===== config.mk =====
export PLATFORM = sky130hd
export DESIGN_NAME = mips_ifetch_queue
export DESIGN_NICKNAME = d
export VERILOG_FILES = /design/src/rtl/mips_ifetch_queue.sv
export SDC_FILE = /design/constraint.sdc
export NUM_CORES = 1
export LEC_CHECK = 0
export BUFFER_PORTS_ARGS = -buffer_cell sky130_fd_sc_hd__buf_2
export CORE_MARGIN = 2
export CORE_UTILIZATION = 30
export DETAILED_ROUTE_END_ITERATION = 10
export GPL_TIMING_DRIVEN = 1
export PLACE_DENSITY_LB_ADDON = 0.08
export SETUP_SLACK_MARGIN = 0.1
export SLEW_MARGIN = 5
export SYNTH_ARGS = -nofsm -noshare
export SYNTH_HDL_FRONTEND = slang
export SYNTH_SLANG_ARGS = --single-unit

===== constraint.sdc =====
create_clock -name clk -period 3.6 [get_ports clk]
set_input_delay 0.54 -clock clk [delete_from_list [all_inputs] [get_ports clk]]
set_output_delay 0.54 -clock clk [all_outputs]
set_load 0.01 [all_outputs]

===== src/rtl/mips_ifetch_queue.sv =====
// Instruction-fetch front end: owns the fetch PC, issues one registered ROM
// request per cycle and buffers {pc, word} pairs in a first-word-fall-through queue.
module mips_ifetch_queue #(
  parameter int                    ADDR_WIDTH = 32,
  parameter int                    DATA_WIDTH = 32,
  parameter int                    DEPTH      = 4,
  parameter int                    PC_STEP    = 4,
  parameter logic [ADDR_WIDTH-1:0] RESET_PC   = '0
) (
  input  logic                    clk,
  input  logic                    rst_n,
  output logic                    rom_enable,
  output logic [ADDR_WIDTH-1:0]   rom_addr,
  input  logic [DATA_WIDTH-1:0]   rom_data,
  output logic                    inst_valid,
  output logic [DATA_WIDTH-1:0]   inst_data,
  output logic [ADDR_WIDTH-1:0]   inst_pc,
  input  logic                    inst_ready,
  input  logic                    redirect,
  input  logic [ADDR_WIDTH-1:0]   redirect_pc,
  output logic [$clog2(DEPTH):0]  fifo_count
);

  localparam int PW = $clog2(DEPTH);
  localparam int CW = PW + 1;

  logic [DATA_WIDTH-1:0] r_mem_data [DEPTH];
  logic [ADDR_WIDTH-1:0] r_mem_pc   [DEPTH];
  logic [PW-1:0]         r_rd_ptr;
  logic [PW-1:0]         r_wr_ptr;
  logic [CW-1:0]         r_count;
  logic                  r_rom_enable;
  logic [ADDR_WIDTH-1:0] r_rom_addr;

  logic                  w_push;
  logic                  w_pop;
  logic                  w_valid;
  logic [CW-1:0]         w_count_next;
  logic                  w_en_next;
  logic [ADDR_WIDTH-1:0] w_addr_next;

  // Redirect overrides push and pop; the word returned alongside it is dropped.
  always_comb begin
    w_valid      = (r_count != '0);
    w_push       = r_rom_enable & ~redirect;
    w_pop        = w_valid & inst_ready & ~redirect;
    w_count_next = r_count + CW'(w_push) - CW'(w_pop);
    w_addr_next  = r_rom_addr;
    if (redirect) begin
      w_count_next = '0;
      w_addr_next  = redirect_pc;
    end else if (r_rom_enable) begin
      w_addr_next  = r_rom_addr + ADDR_WIDTH'(PC_STEP);
    end
    // Only request when the returning word is guaranteed a free slot.
    w_en_next = redirect | (w_count_next < CW'(DEPTH));
  end

  always_ff @(posedge clk or negedge rst_n) begin
    if (!rst_n) begin
      r_rom_enable <= 1'b0;
      r_rom_addr   <= RESET_PC;
      r_count      <= '0;
      r_rd_ptr     <= '0;
      r_wr_ptr     <= '0;
    end else begin
      r_rom_enable <= w_en_next;
      r_rom_addr   <= w_addr_next;
      r_count      <= w_count_next;
      if (redirect) begin
        r_rd_ptr <= '0;
        r_wr_ptr <= '0;
      end else begin
        if (w_push) r_wr_ptr <= r_wr_ptr + PW'(1);
        if (w_pop)  r_rd_ptr <= r_rd_ptr + PW'(1);
      end
    end
  end

  always_ff @(posedge clk) begin
    if (w_push) begin
      r_mem_data[r_wr_ptr] <= rom_data;
      r_mem_pc[r_wr_ptr]   <= r_rom_addr;
    end
  end

  assign rom_enable = r_rom_enable;
  assign rom_addr   = r_rom_addr;
  assign inst_valid = w_valid;
  assign inst_data  = w_valid ? r_mem_data[r_rd_ptr] : '0;
  assign inst_pc    = w_valid ? r_mem_pc[r_rd_ptr]   : '0;
  assign fifo_count = r_count;

endmodule

==> out/metrics.yaml <==
crit_type: "reg -> out"
cap_violations: 0
dr.pass1.iters: 5
r2r_end: "rom_enable"
cts-root-buf: "clkbuf_16"
grt_pass1_vias: 7260
tightest_slew_ns: 0.930
setup_ws_ns: 0.577
dr.first_iter.drc_count: 288
routed_wl_mm: 29.0
grt_start_max_net_pins: 67
end_kind: "output port"
cp-start-kind: "flip-flop"
post_cts_resized: 0
reg2reg_slack_ns: 1.12
drcViolationCount: 0
ys.flop_type: "edfxtp_1"
use_met2_pct: 24.3
syn_area_sq_um: 11800
crit_fanout: 28
fillCellCount: 3620
skew_ns: 0.0234
fmax_mhz: 331
port_buffers: 168
tritoncts: "done"
ant_nets: 0
vdd.ir_drop.worst_mv: 0.378
rsz0062_at_grt: "false"
core-area_sq_um: 38800
top_usage_layer: "met2"
gp_congestion: 0.709
start_util_pct: 30.5
final_core_util_pct: 37.6
whs_ns: 0.0803
die_area_sq_um: 41100
critPathCapture: "inst_pc[11]"
die_width_microns: 203
hold_path_class: "in -> async"
post_drt_wl_per_cell_microns: 21.0
cts_buffers: 36
leakage_nw: 5.13
drv_slew: 0
ys_top_cells_by_count: "edfxtp_1, and2_1, mux4_2"
rows: 72
p_switching_mw: 3.25
clkPwrFrac_pct: 31.8
multiInputGateArea_sq_um: 2970
grt_usage_pct: 14.3
timing.rr.start: "fifo_count[0]"
syn_to_final_growth_pct: 23.2
pwr-share-seq_pct: 41.9
h-tree-depth: 2
status: "completed"
pwr-share-comb_pct: 26.4
dp_slack_ns: 1.01
final_cell_area_sq_um: 14600
use_met3_pct: 2.97
die_h_microns: 203
slew_headroom_pct: 37.9
critPathArrivalTime_ns: 2.48
numClockSinks: 296
cts_buffer_depth: 3
synth_edf_count: 256
worstSkewPairLatency_ns: 0.51
overflow: 0
synth.most_common_cell: "edfxtp_1"
post-route-period-util_pct: 84.0
via_per_inst: 4.70
yosys_warnings: 0
fin_setup_tns_ns: 0
syn-num-nets: 724
crit_path_start: "r_rd_ptr[0]"
min_period_ns: 3.02
ys_top_cells_by_area: "edfxtp_1, mux4_2, dfrtp_1"
placed_area_sq_um: 13400
io_pins: 169
post_cts_buffers: 0
antenna_found_initial: 1
cp_data_required_time_ns: 3.06
r2r.worst_path.cells: 9
yosysTopAreaCell: "edfxtp_1"
hpwlAfterDp_mm: 17.7
syn_avg_cell_area_sq_um: 18.3
synth-seq-cells: 296
global_route.usage.met1_pct: 18.5
switching_share_pct: 29.1
grt_pass1_wl_mm: 44.3
synthCells: 648
power.density_nw_per_um2: 764
ys_seq_area_share_pct: 73.4
vias: 6480
ys_async_sr_fraction_pct: 13.5
nets: 910
synth_cell_types: 32
p_int_mw: 7.90
holdBufCountCts: 0
synth_top_cell_area_share_pct: 64.9
cts.clk_slew.worst_paths_ns: 0.05
drive_above_1_share_pct: 36.5
ff_latch_area_sq_um: 8700
setup_violations: 0
final_hold_viol_count: 0
-- worst min path at each step --
stage,start,cells after the start,to
2_1_floorplan,rst_n,0,fifo_count[0]
3_3_place_gp,rom_addr[0],0,r_mem_pc[2][0]
3_5_place_dp,rom_addr[0],0,r_mem_pc[2][0]
4_1_cts,rst_n,1,rom_addr[0]
5_1_grt,rst_n,1,rom_addr[1]
6_report,rst_n,1,rom_addr[13]
-- power groups by stage --
| stage | sequential [mW] | clock, mW | combinational (mW) |
|---|---|---|---|
| 3_5_place_dp | 4.76 | 0 | 3.05 |
| 5_1_grt | 4.74 | 3.78 | 3.24 |
| 4_1_cts | 4.69 | 3.67 | 3.06 |
| 3_3_place_gp | 4.72 | 0 | 3.06 |
| 6_report | 4.67 | 3.54 | 2.94 |
| 2_1_floorplan | 4.60 | 0 | 1.84 |
-- cell families after synthesis --
logic type      count (synthesis)  synth area share (%)
compound gates                 45                  2.19
buf+inv                        47                  1.62
fa+ha+maj                       8                 0.909
simple gates                  165                  7.95
mux                            68                  12.5
flops                         296                  73.4
xor+xnor                       19                  1.41
-- stage by stage --
step / cells / power (mW)
6_report: 1379 / 11.1
5_1_grt: 1378 / 11.8
4_1_cts: 1378 / 11.4
3_5_place_dp: 1314 / 7.81
3_3_place_gp: 1314 / 7.78
2_1_floorplan: 648 / 6.44
-- layout by cell type (no fill, tap or decap), drive strengths merged, types with 13 or more instances in the layout --
master / count
nor2: 22
mux4: 64
edfxtp: 256
clkbuf: 50
xnor2: 13
dfrtp: 40
and2: 68
a31oi: 15
buf: 182
inv: 13
nand2: 25
o21ai: 24
-- per-layer routing --
| layer | up-vias | share of wire [%] |
|---|---|---|
| met4 | 0 | 1.7 |
| li1 | 2909 | - |
| met3 | 35 | 4.6 |
| met1 | 3373 | 44 |
| met5 | - | 0 |
| met2 | 163 | 50 |
-- final cells by class --
class | count | share of cell area [%]
sequential | 296 | 59.6
tap | 518 | 4.44
antenna | 1 | 0.0172
multi-input combinational | 305 | 20.4
inverter | 13 | 0.335
clock buffer | 50 | 7.03
timing repair buffer | 182 | 7.17
clock inverter | 14 | 1.00
-- worst max-delay path, cell delays in order (launching register included) --
cell and delay, ns:
dfrtp_4 0.87, buf_12 0.25, mux4_2 0.50, and2_1 0.20, buf_2 0.15
-- sequential cells by signal (all words and copies together), names as in the netlist --
signal	cells
rom_enable	1
r_mem_data	128
r_rd_ptr	2
rom_addr	32
r_mem_pc	128
r_wr_ptr	2
fifo_count	3
No activity file was read; power rests on OpenSTA's default activity.
